<file path="config.mk">
export PLATFORM = sky130hd
export DESIGN_NAME = ps2_keyboard_rx
export DESIGN_NICKNAME = d
export VERILOG_FILES = /design/src/rtl/ps2_keyboard_rx.sv
export SDC_FILE = /design/constraint.sdc
export NUM_CORES = 1
export LEC_CHECK = 0
export CAP_MARGIN = 10
export CELL_PAD_IN_SITES_DETAIL_PLACEMENT = 2
export CELL_PAD_IN_SITES_GLOBAL_PLACEMENT = 2
export CORE_UTILIZATION = 30
export DETAILED_ROUTE_END_ITERATION = 6
export PLACE_DENSITY = 0.71
export SLEW_MARGIN = 20
export SYNTH_ARGS = -nofsm -noshare
export SYNTH_HDL_FRONTEND = slang
export SYNTH_SLANG_ARGS = --single-unit
</file>
<file path="constraint.sdc">
create_clock -name clk_100mhz -period 8.95 [get_ports clk_100mhz]
set_input_delay 1.79 -clock clk_100mhz [delete_from_list [all_inputs] [get_ports clk_100mhz]]
set_output_delay 1.79 -clock clk_100mhz [all_outputs]
set_load 0.005 [all_outputs]
</file>
<file path="src/rtl/ps2_keyboard_rx.sv">
// ps2_keyboard_rx: synchronous PS/2 keyboard receiver with glitch filter, prefix folding and event FIFO.
// Optional PS2_TYPEMATIC_SUPPRESS_EN drops repeated makes of the currently held key.
module ps2_keyboard_rx #(
    parameter int CLK_HZ     = 100_000_000,
    parameter int FILTER_LEN = 8,
    parameter int TIMEOUT_US = 2000,
    parameter int FIFO_DEPTH = 8
) (
    input  logic                          clk_100mhz,
    input  logic                          rst,
    input  logic                          ps2_c,
    input  logic                          ps2_d,
    output logic [9:0]                    ev_data,
    output logic                          ev_valid,
    input  logic                          ev_ready,
    output logic [$clog2(FIFO_DEPTH):0]   fifo_level,
    output logic                          frame_err,
    output logic                          overflow
);
    localparam int TO_CYC = CLK_HZ / 1_000_000 * TIMEOUT_US;
    localparam int TW     = $clog2(TO_CYC + 1);
    localparam int AW     = $clog2(FIFO_DEPTH);
    localparam int LW     = AW + 1;

    typedef enum logic [1:0] {IDLE, DATA, CHECK} state_t;

    logic [1:0]            c_sync, d_sync;
    logic [FILTER_LEN-1:0] c_sh, d_sh;
    logic                  c_filt, d_filt, c_prev, strobe;
    state_t                state;
    logic [3:0]            bit_cnt;
    logic [9:0]            sh;
    logic [TW-1:0]         to_cnt;
    logic                  ext_pend, brk_pend;
    logic                  good, is_pfx, drop, push, pop, full, wr_en;
    logic [9:0]            ev_new;
    logic [9:0]            mem [FIFO_DEPTH];
    logic [AW-1:0]         wr_ptr, rd_ptr;

    // Filtered level only moves when the whole window agrees on the opposite value
    always_ff @(posedge clk_100mhz) begin
        if (rst) begin
            c_sync <= '1;
            d_sync <= '1;
            c_sh   <= '1;
            d_sh   <= '1;
            c_filt <= 1'b1;
            d_filt <= 1'b1;
            c_prev <= 1'b1;
        end else begin
            c_sync <= {c_sync[0], ps2_c};
            d_sync <= {d_sync[0], ps2_d};
            c_sh   <= {c_sh[FILTER_LEN-2:0], c_sync[1]};
            d_sh   <= {d_sh[FILTER_LEN-2:0], d_sync[1]};
            c_filt <= (&c_sh) ? 1'b1 : (~|c_sh) ? 1'b0 : c_filt;
            d_filt <= (&d_sh) ? 1'b1 : (~|d_sh) ? 1'b0 : d_filt;
            c_prev <= c_filt;
        end
    end

    assign strobe = c_prev & ~c_filt;
    assign good   = (^sh[8:0]) & sh[9];
    assign is_pfx = (sh[7:0] == 8'hE0) || (sh[7:0] == 8'hF0);
    assign ev_new = {ext_pend, brk_pend, sh[7:0]};
    assign push   = (state == CHECK) && good && !is_pfx && !drop;

`ifdef PS2_TYPEMATIC_SUPPRESS_EN
    logic       held_v;
    logic [8:0] held;
    assign drop = !brk_pend && held_v && (held == {ext_pend, sh[7:0]});
    always_ff @(posedge clk_100mhz) begin
        if (rst) begin
            held_v <= 1'b0;
            held   <= '0;
        end else if (state == CHECK && good && !is_pfx) begin
            if (!brk_pend) begin
                held_v <= 1'b1;
                held   <= {ext_pend, sh[7:0]};
            end else if (held_v && held == {ext_pend, sh[7:0]}) begin
                held_v <= 1'b0;
            end
        end
    end
`else
    assign drop = 1'b0;
`endif

    always_ff @(posedge clk_100mhz) begin
        if (rst) begin
            state     <= IDLE;
            bit_cnt   <= '0;
            sh        <= '0;
            to_cnt    <= '0;
            ext_pend  <= 1'b0;
            brk_pend  <= 1'b0;
            frame_err <= 1'b0;
        end else begin
            frame_err <= 1'b0;
            case (state)
                IDLE: begin
                    to_cnt <= '0;
                    if (strobe && !d_filt) begin
                        state   <= DATA;
                        bit_cnt <= '0;
                    end
                end
                DATA: begin
                    if (strobe) begin
                        sh      <= {d_filt, sh[9:1]};
                        bit_cnt <= bit_cnt + 1'b1;
                        to_cnt  <= '0;
                        if (bit_cnt == 4'd9) state <= CHECK;
                    end else if (to_cnt == TW'(TO_CYC)) begin
                        frame_err <= 1'b1;
                        ext_pend  <= 1'b0;
                        brk_pend  <= 1'b0;
                        state     <= IDLE;
                    end else begin
                        to_cnt <= to_cnt + 1'b1;
                    end
                end
                CHECK: begin
                    state <= IDLE;
                    if (!good) begin
                        frame_err <= 1'b1;
                        ext_pend  <= 1'b0;
                        brk_pend  <= 1'b0;
                    end else if (sh[7:0] == 8'hE0) begin
                        ext_pend <= 1'b1;
                    end else if (sh[7:0] == 8'hF0) begin
                        brk_pend <= 1'b1;
                    end else begin
                        ext_pend <= 1'b0;
                        brk_pend <= 1'b0;
                    end
                end
                default: state <= IDLE;
            endcase
        end
    end

    assign ev_valid = fifo_level != '0;
    assign ev_data  = ev_valid ? mem[rd_ptr] : '0;
    assign full     = fifo_level == LW'(FIFO_DEPTH);
    assign pop      = ev_valid && ev_ready;
    assign wr_en    = push && (!full || pop);

    always_ff @(posedge clk_100mhz) begin
        if (wr_en) mem[wr_ptr] <= ev_new;
    end

    always_ff @(posedge clk_100mhz) begin
        if (rst) begin
            wr_ptr     <= '0;
            rd_ptr     <= '0;
            fifo_level <= '0;
            overflow   <= 1'b0;
        end else begin
            if (wr_en) wr_ptr <= wr_ptr + 1'b1;
            if (pop) rd_ptr <= rd_ptr + 1'b1;
            fifo_level <= fifo_level + LW'(wr_en) - LW'(pop);
            if (push && full && !pop) overflow <= 1'b1;
        end
    end
endmodule

</file>
-- Word-level counts from Yosys, hierarchy flattened
Memories as Yosys holds them, arrays and structs flattened. A register that Yosys moved wholly into a read port is not among the register bits.
Index checks and enable logic that the tools add are counted.
- register bits after elaboration: 71
- bits in latches: 0
- memory bits (writable): 80
- ROM bits: 0
- input port bits: 5
- output and inout bits: 17
- logic and storage cells: 104
- memories: 1
- add/subtract/negate cells: 6
- $mul: 0
- div/mod/pow operators: 0
- $lt $le $gt $ge: 0
- equality and inequality tests: 16
- shift-type cells: 0
- multiplexer cells: 30
- bitwise operators: 3
- reductions and logical operators: 30
- memory list (memory ; words ; width ; read ports ; clocked after Yosys merged registers in ; write ports ; RTL line ; text):
    mem ; 8 ; 10 ; 1 ; 1 ; 1 ; 37 ; logic [9:0] mem [FIFO_DEPTH];
- operators with widths (cell ; count):
    $mux 18 ; 2
    $pmux 18 s2 ; 1
    $add 18x1->18 const B ; 1
    $eq 18x18->1 const B ; 1
    $eq 8x8->1 const B ; 2
    $reduce_and 8->1 ; 2
    $reduce_or 8->1 ; 2
    $mux 1 ; 13
    $ne 3x3->1 const B ; 4
    $mux 10 ; 1
    $reduce_xor 9->1 ; 1
    $eq 4x4->1 const B ; 2
    $mux 2 ; 4
    $mux 4 ; 2
    $ne 2x2->1 const B ; 4
    $pmux 4 s2 ; 1
    $reduce_and 4->1 ; 2
    $logic_and 1x1->1 ; 7
    $add 3x1->3 const B ; 2
    $mux 3 ; 2
    $pmux 1 s2 ; 3
    $reduce_and 3->1 ; 2
    $add 4x1->4 ; 1
    $add 4x1->4 const B ; 1
    other kinds (14) ; 22

-- Longest topological paths before layout
Gate-level depths: netlist (run 1).
- depth in word-level cells: 7
- depth in mapped cells: 12
- gate-level depth less buffers: 12

-- Worst setup path after synthesis (run 1)
No wires, ideal clock.
- path kind: input-to-reg
- from: input port ev_ready
- to: memory mem[2][0] (enable)
- setup time: 0.407 ns
- arrival time: 3.652 ns
- required time: 8.543 ns
- setup slack: 4.891 ns
- stages on the path: 5
- path buffers: 1
- cell sequence: nand2b_1 > and3_1 > or3_1 > buf_6 > nor4b_1
- longest elaborated chain between the ends: 5
- ends and longest elaborated chain (element ; RTL line ; text):
    from (decl) ; 15 ; input logic ev_ready,
    $logic_and 1x1->1 ; 145 ; assign pop = ev_valid && ev_ready;
    $logic_or 1x1->1 ; 146 ; assign wr_en = push && (!full || pop);
    $logic_and 1x1->1 ; 146 ;
    $mux 1 ; 149 ; if (wr_en) mem[wr_ptr] <= ev_new;
    $mux 1 (not written as such) ; 149 ;
    to (decl) ; 37 ;
Every way passes these cells.

==> reports/results.tsv, run 1 <==
metric	value	unit
postLayoutCoreUtil	0.362	
cts_resized	0	
synth_edf_count	80	
syn_inst	517	
crit_path_start_kind	flop	
worstPathRequired	7160	ps
ioPinCount	22	
globalRouteOverflowTotal	0	
clkSinkCount	154	
synth.net_count	542	
drc	0	
period_share	0.486	
critical_path_arrival	2560	ps
yosys.area_share.simple	0.147	
worst_pin_slew	1030	ps
grt_antenna_before_repair	0	
fmax	0.230	GHz
cts_tree	built	
clk_pin_slew	60	ps
final_cell_mix	80 x edfxtp_1, 74 x dfxtp_1, 55 x nor2_1	
cts.path.max_buffers	2	
antenna_cells	0	
synth_top_family_by_area	simple AND/OR/NAND/NOR gates	
drive_gt1_frac	0.156	
ys.flop_type	edfxtp_1	
ant_nets	0	
grt_pass1_wl	24300	um
place.gp.congestion	0.785	
io_buffer_count	21	
finalCriticalPeriod	4350	ps
dr_total_vias	4088	
synthArstFlopShare	0	
start_util	0.306	
synthAdderAreaFrac	0.0401	
grt_use_met1	0.162	
grt_usage	0.146	
p_leak	2.62	nW
drt_pre_antenna_iters	4	
p_total	1.95	mW
post-dp-hpwl	10100	um
totalWireLength	14900	um
cts_setup_buffers	0	
relSlewSlack	0.307	
insertion_delay	420	ps
viasPerCell	4.92	
grt_max_degree	60	
skew	5.61	ps
irDropWorstVdd	0.114	mV
seq_area_frac_synth	0.604	
wl_per_cell	17.9	um
hp-class	reg -> reg	
final-setup-viol-count	0	
drt_iter0_drc	154	
final_nets	568	
syn2layout_area_growth	18.3	%
synthXorXnorAreaFrac	0.0185	
core	21000	um2
critPathKind	reg -> out	
tns	0	ps
outcome	complete, no violations	
synth_cell_types	53	
critical_path.max_fanout	20	
hold_violations	0	
slew_viol_final	0	
dieArea	22000	um2
synth_mux_area_frac	0.0950	
synth.cell_area	6430	um2
fp.dieH	148	um
cp-end-kind	output port	
grtUsageMet3	0.0371	
holdBufCountCts	0	
synth_compound_area_frac	0.0689	
root_buffer	clkbuf_16	
final_common_cell	edfxtp_1	
numCtsBuffers	17	
rows	53	
first_global_vias	4575	
cap_viol_max_count	0	
ys_warn_count	0	
top_usage_layer	met2	
rsz0062_at_grt	false	
powerDensity	256	nW/um2
fp.dieW	148	um
grt_util_met2	0.274	
htree_levels	4	
ys_ff_latch	154	
avgSynthCellArea	12.4	um2
## per-stage QoR
stage                     std cells  hold WS, ps  setup slack (ps)  area (um2)
after floorplan                 517          389              4890        6430
after global placement          799          395              4490        6960
after detailed placement        799          398              4440        6960
after CTS                       831          411              4480        7580
after global routing            831          419              4380        7610
final                           831          404              4600        7610
## path summary, 6_finish.rpt
check | slack, ps | depth (start not counted) | start | to
setup / recovery | 4600 | 4 | flop | ev_data[1]
hold / removal | 400 | 1 | d_sync[1] | d_sh[0]
setup reg to reg | 5470 | 10 | sh[4] | fifo_level[2]
hold reg to reg | 400 | 1 | d_sync[1] | d_sh[0]
## report_power, final
part / internal [mW] / switching, mW
Sequential: 0.756 / 0.0242
Clock: 0.469 / 0.289
Combinational: 0.216 / 0.197
Total: 1.44 / 0.510
## cell usage after synthesis, types with 3 or more instances
| cell type | instances | share of area |
|---|---|---|
| edfxtp_1 | 80 | 0.37 |
| dfxtp_1 | 74 | 0.23 |
| nor2_1 | 56 | 0.033 |
| nand2_1 | 27 | 0.016 |
| or2_2 | 24 | 0.023 |
| a21oi_1 | 23 | 0.018 |
| inv_1 | 21 | 0.012 |
| mux4_2 | 20 | 0.070 |
| ha_1 | 19 | 0.037 |
| mux2i_1 | 16 | 0.025 |
| nand3_1 | 16 | 0.012 |
| clkbuf_1 | 13 | 0.0076 |
| o21ai_0 | 11 | 0.0086 |
| nor3_1 | 10 | 0.0078 |
| nand4_1 | 8 | 0.0078 |
| a21o_1 | 7 | 0.0082 |
| xor2_1 | 7 | 0.0095 |
| and3_1 | 6 | 0.0058 |
| nor4_1 | 6 | 0.0058 |
| nand2b_1 | 5 | 0.0049 |
| o22ai_1 | 5 | 0.0049 |
| a211o_1 | 4 | 0.0054 |
| and4_1 | 4 | 0.0054 |
| buf_2 | 4 | 0.0031 |
| nor2b_1 | 4 | 0.0039 |
| nor3b_1 | 4 | 0.0047 |
| or3_1 | 4 | 0.0039 |
| xnor2_1 | 4 | 0.0054 |
| a31oi_1 | 3 | 0.0029 |
| nor4b_1 | 3 | 0.0041 |
## registers in the layout (all words and copies together) (netlist names), 2 cells and up, named ones only
signal / cells
bit_cnt: 4
c_sync: 2
c_sh: 8
fifo_level: 4
state: 2
d_sh: 8
d_sync: 2
rd_ptr: 3
wr_ptr: 3
to_cnt: 18
mem: 80
sh: 10
## worst max-delay path, cell delays in order, from the launching register on
cell,delay [ps]
dfxtp_1,1000
mux4_2,430
mux2i_1,140
nor2_1,70
clkdlybuf4s50_1,490
## metal layers
layer,vias up,routed length [um]
met5,-,0
met1,2092,6400
li1,1961,-
met4,0,117
met3,8,268
met2,27,8100
## cell families after synthesis
kind of cell / after synthesis
muxes: 36
buffers and inverters: 42
adders and majority gates: 20
AOI/OAI and AO/OA: 69
and+or+nand+nor: 184
DFF: 154
xor gates and xnor gates: 12
## final cells by class
cell class,instances,area [um2]
tap,275,344
multi-input combinational,321,2420
inverter,22,82.6
timing repair buffer,27,250
sequential,154,3880
clock buffer,18,429
fill,2146,13400
clock inverter,14,194
Power figures use the tool's default switching activity.
==> run 2: changes to the inputs <==
Clock period 8.95 ns to 4.18 ns, I/O delays scaled along.
==> reports/results.tsv, run 2 (synthesis results as in run 1) <==
metric	value	unit	change
outcome	complete, no violations		
first_global_vias	4637		+1.4%
relSlewSlack	0.295		-0.0115
p_leak	2.64	nW	+0.84%
fp.dieW	148	um	unchanged
cp_cell_sequence	buf_4, mux4_2, mux2i_1, nor2_1, clkdlybuf4s50_1		
power_frac_seq	0.407		+0.007
worst_pin_slew	1050	ps	+17.2 ps
fmax	0.299	GHz	
regMostFlops	mem		
cts_resized	0		unchanged
post-place-ws	883	ps	-3560 ps
fp.dieH	148	um	unchanged
combPwrFrac	0.211		about the same
crit_path_start_kind	flop		
wl_per_cell	18.9	um	+5.6%
final_common_cell	edfxtp_1		
insertion_delay	430	ps	about the same
grt_usage	0.156		+0.0106
totalWireLength	15800	um	+6.2%
largest_register_ffs	80		unchanged
irDropWorstVdd	0.291	mV	+160%
final_cell_mix	80 x edfxtp_1, 74 x dfxtp_1, 56 x nor2_1		
clock_power_share	0.382		-0.007
hold_violations	0		unchanged
skew	12.6	ps	+7.04 ps
cts.path.max_buffers	2		unchanged
rsz0062_at_grt	false		
path_buf_inv	2		+1
fin_ws	834	ps	-3770 ps
place.gp.congestion	0.744		-5.2%
numCtsBuffers	17		unchanged
clk_pin_slew	60	ps	about the same
drt_pre_antenna_iters	4		unchanged
dieArea	22000	um2	unchanged
syn2layout_area_growth	18.2	%	
slowest_stage	dfxtp_1		
antenna_cells	0		unchanged
final-setup-viol-count	0		unchanged
cts_tree	built		
tns	0	ps	unchanged
grt_max_degree	60		unchanged
core	21000	um2	unchanged
post-dp-hpwl	10500	um	+4.1%
drt_iter0_drc	250		+62%
globalRouteOverflowTotal	0		unchanged
ioPinCount	22		unchanged
grt_antenna_before_repair	0		unchanged
rows	53		unchanged
drive_gt1_frac	0.162		+0.00574
critPathKind	reg -> out		
slew_viol_final	0		unchanged
viasPerCell	4.95		+0.59%
final_nets	573		+0.88%
p_int	2.97	mW	+110%
swShare	0.272		+0.0110
period_share	0.800		
ant_nets	0		unchanged
start_util	0.306		unchanged
fin_area	7600	um2	-0.12%
htree_levels	4		unchanged
finalCriticalPeriod	3350	ps	
hp-class	reg -> reg		
place_area	6990	um2	+0.43%
powerDensity	537	nW/um2	+110%
cap_viol_max_count	0		unchanged
cp-end-kind	output port		
clkSinkCount	154		unchanged
dr_total_vias	4137		+1.2%
holdBufCountCts	0		unchanged
cts_setup_buffers	0		unchanged
worstPathRequired	3340	ps	-3820 ps
top_regs	mem (80), to_cnt (18), sh (10)		
io_buffer_count	21		unchanged
drc	0		unchanged
grt_pass1_wl	25800	um	+6.2%
slowest_delay	660	ps	-340 ps
critical_path.top_delay_family	buffers and inverters		
p_sw	1.11	mW	+120%
root_buffer	clkbuf_16		
critical_path_arrival	2510	ps	-50 ps
critical_path.max_fanout	11		-45%
-- run 2: cell types whose count changed in the layout (fill, tap and decap cells not counted), moves of 2 or more --
cell	before	now
clkinv_2	3	0
clkinvlp_4	0	4
clkinv_4	3	0
nor4b_2	0	2
clkbuf_8	0	2
bufinv_16	4	2
buf_4	6	10
nor4b_4	2	0
-- run 2: worst paths after layout --
kind | end | from | cells after the start | slack [ps]
max | ev_data[5] | flop | 5 | 830
min | d_sh[0] | d_sync[1] | 1 | 410
max reg2reg | fifo_level[1] | sh[4] | 9 | 950
min reg2reg | d_sh[0] | d_sync[1] | 1 | 410
-- run 2: cell type report --
class | instances | area, um2
fill | 2170 | 13400
sequential | 154 | 3880
multi-input combinational | 321 | 2390
clock buffer | 20 | 457
tap | 275 | 344
timing repair buffer | 32 | 300
clock inverter | 12 | 136
inverter | 22 | 82.6
-- run 2: worst register-to-register path, delay by kind of cell (launching register included) --
family,cells,cell delay (ps)
buffers and inverters,1,120
DFF,1,520
adders and majority gates,3,960
xor gates and xnor gates,2,570
and+or+nand+nor,2,720
AOI/OAI and AO/OA,1,240
-- run 2: per-layer routing --
metal,track usage,share of wire
met5,0,0
met4,0.0490,0.0079
met3,0.0362,0.023
met2,0.285,0.54
met1,0.180,0.43
-- run 2: through the flow --
step	util	std cells	power [mW]	hold slack, ps
global placement	0.332	803	2.53	396
CTS	0.361	835	4.14	416
finish	0.361	836	4.08	412
detailed placement	0.332	803	2.57	401
floorplan	-	517	2.24	389
global route	0.361	836	4.28	426
-- run 2: power by group through the flow --
stage	Clock, mW	Sequential, mW	Combinational [mW]
2_1_floorplan	0	1.68	0.563
3_3_place_gp	0	1.69	0.835
3_5_place_dp	0	1.70	0.873
4_1_cts	1.60	1.66	0.882
5_1_grt	1.65	1.67	0.959
6_report	1.56	1.66	0.859
==> run 3: changes to the inputs <==
Clock period 4.18 ns to 3.46 ns, I/O delays scaled along.
==> reports/results.tsv, run 3 (synthesis results as in run 1) <==
metric	value	unit	change
period_share	0.893		
clkSinkCount	154		unchanged
critical_path.max_fanout	20		+9
cts.path.max_buffers	2		unchanged
drive_gt1_frac	0.173		+0.0109
rr_endpoint	fifo_level[1]		
p_leak	2.69	nW	+1.6%
fp.dieH	148	um	unchanged
htree_levels	4		unchanged
post-dp-hpwl	10600	um	+1.3%
swShare	0.280		+0.00761
rows	53		unchanged
cap_viol_max_count	0		unchanged
grt_usage	0.157		+0.000685
tns	0	ps	unchanged
top_regs	mem (80), to_cnt (18), sh (10)		
reg2reg_depth	10		+1
clk_pin_slew	70	ps	about the same
final_common_cell	edfxtp_1		
slowest_delay	560	ps	-100 ps
cp-end-kind	output port		
place.gp.congestion	0.740		-0.52%
p_sw	1.39	mW	+25%
irDropWorstVdd	0.340	mV	+17%
crit_path_start_kind	flop		
wl_per_cell	18.8	um	-0.51%
ioPinCount	22		unchanged
p_int	3.58	mW	+21%
viasPerCell	4.95		about the same
skew	13.5	ps	+0.845 ps
grt_max_degree	32		-47%
final-setup-viol-count	0		unchanged
fin_ws	371	ps	-463 ps
largest_register_ffs	80		unchanged
numCtsBuffers	17		unchanged
core	21000	um2	unchanged
r2r_start	sh[2]		
regMostFlops	mem		
grt_antenna_before_repair	0		unchanged
rsz0062_at_grt	false		
fp.dieW	148	um	unchanged
finalCriticalPeriod	3090	ps	
slew_viol_final	0		unchanged
start_util	0.306		unchanged
root_buffer	clkbuf_16		
hold_violations	0		unchanged
powerDensity	651	nW/um2	+21%
dr_total_vias	4159		+0.53%
grt_pass1_wl	26100	um	+1.1%
slowest_stage	mux4_2		
cp_cell_sequence	buf_4, mux4_2, mux2i_1, nor2_1, clkdlybuf4s50_1		
dieArea	22000	um2	unchanged
holdBufCountCts	0		unchanged
antenna_cells	0		unchanged
cts_setup_buffers	0		unchanged
clock_power_share	0.386		+0.004
hold_slack	416	ps	+4.05 ps
critPathCapture	ev_data[6]		
outcome	complete, no violations		
ant_nets	0		unchanged
final_cell_mix	80 x edfxtp_1, 74 x dfxtp_1, 56 x nor2_1		
first_global_vias	4696		+1.3%
drt_iter0_drc	189		-24%
final_nets	578		+0.87%
drc	0		unchanged
r2r_setup_slack	450	ps	-500 ps
insertion_delay	430	ps	about the same
power_frac_seq	0.401		-0.006
min_delay_path_depth	1		unchanged
critPathKind	reg -> out		
syn2layout_area_growth	18.8	%	
drt_pre_antenna_iters	4		unchanged
fmax	0.324	GHz	
cts_resized	0		unchanged
io_buffer_count	21		unchanged
worst_pin_slew	738	ps	-313 ps
relSlewSlack	0.507		+0.212
post-place-ws	444	ps	-439 ps
critical_path_arrival	2400	ps	-110 ps
hp-class	reg -> reg		
totalWireLength	15800	um	about the same
cts_tree	built		
worstPathRequired	2770	ps	-570 ps
combPwrFrac	0.213		+0.002
globalRouteOverflowTotal	0		unchanged
==> run 3: final cells by class <==
type,instances,area [um2]
fill,2168,13400
sequential,154,3880
multi-input combinational,321,2390
clock buffer,17,425
tap,275,344
timing repair buffer,37,325
clock inverter,15,180
inverter,22,82.6
==> run 3: how the worst min path moves through the flow <==
stage	start	slack (ps)	end
2_1_floorplan	c_sync[1]	390	c_sh[0]
3_3_place_gp	d_sync[1]	390	d_sh[0]
3_5_place_dp	d_sync[0]	400	d_sync[1]
4_1_cts	d_sync[1]	420	d_sh[0]
5_1_grt	d_sync[0]	440	d_sync[1]
6_report	d_sync[1]	420	d_sh[0]
==> run 3: critical path: cells and delay by family (launching register included) <==
family | cells | cell delay [ps]
buffers and inverters | 2 | 800
DFF | 1 | 320
muxes | 2 | 770
and+or+nand+nor | 1 | 70
==> run 3: stage by stage <==
step	total power, mW	utilization	cell area, um2	std cells
CTS	5.05	0.363	7640	841
global route	5.23	0.363	7640	841
finish	4.97	0.363	7640	841
global placement	3.08	0.334	7030	809
detailed placement	3.11	0.334	7030	809
floorplan	2.70	-	6430	517
==> run 3: routing by layer <==
metal	track usage	routed length, um	share of wire	vias to the layer above
met3	0.0322	232	0.015	12
met1	0.184	6910	0.44	2139
met2	0.288	8530	0.54	40
met4	0.0438	160	0.010	0
met5	0	0	0	-
li1	-	-	-	1968
==> run 3: power by group through the flow <==
stage | Combinational, mW | Sequential, mW | Clock (mW)
after floorplan | 0.680 | 2.02 | 0
after global placement | 1.05 | 2.03 | 0
after detailed placement | 1.08 | 2.04 | 0
after CTS | 1.09 | 2.00 | 1.97
after global routing | 1.19 | 2.00 | 2.04
final | 1.06 | 2.00 | 1.92
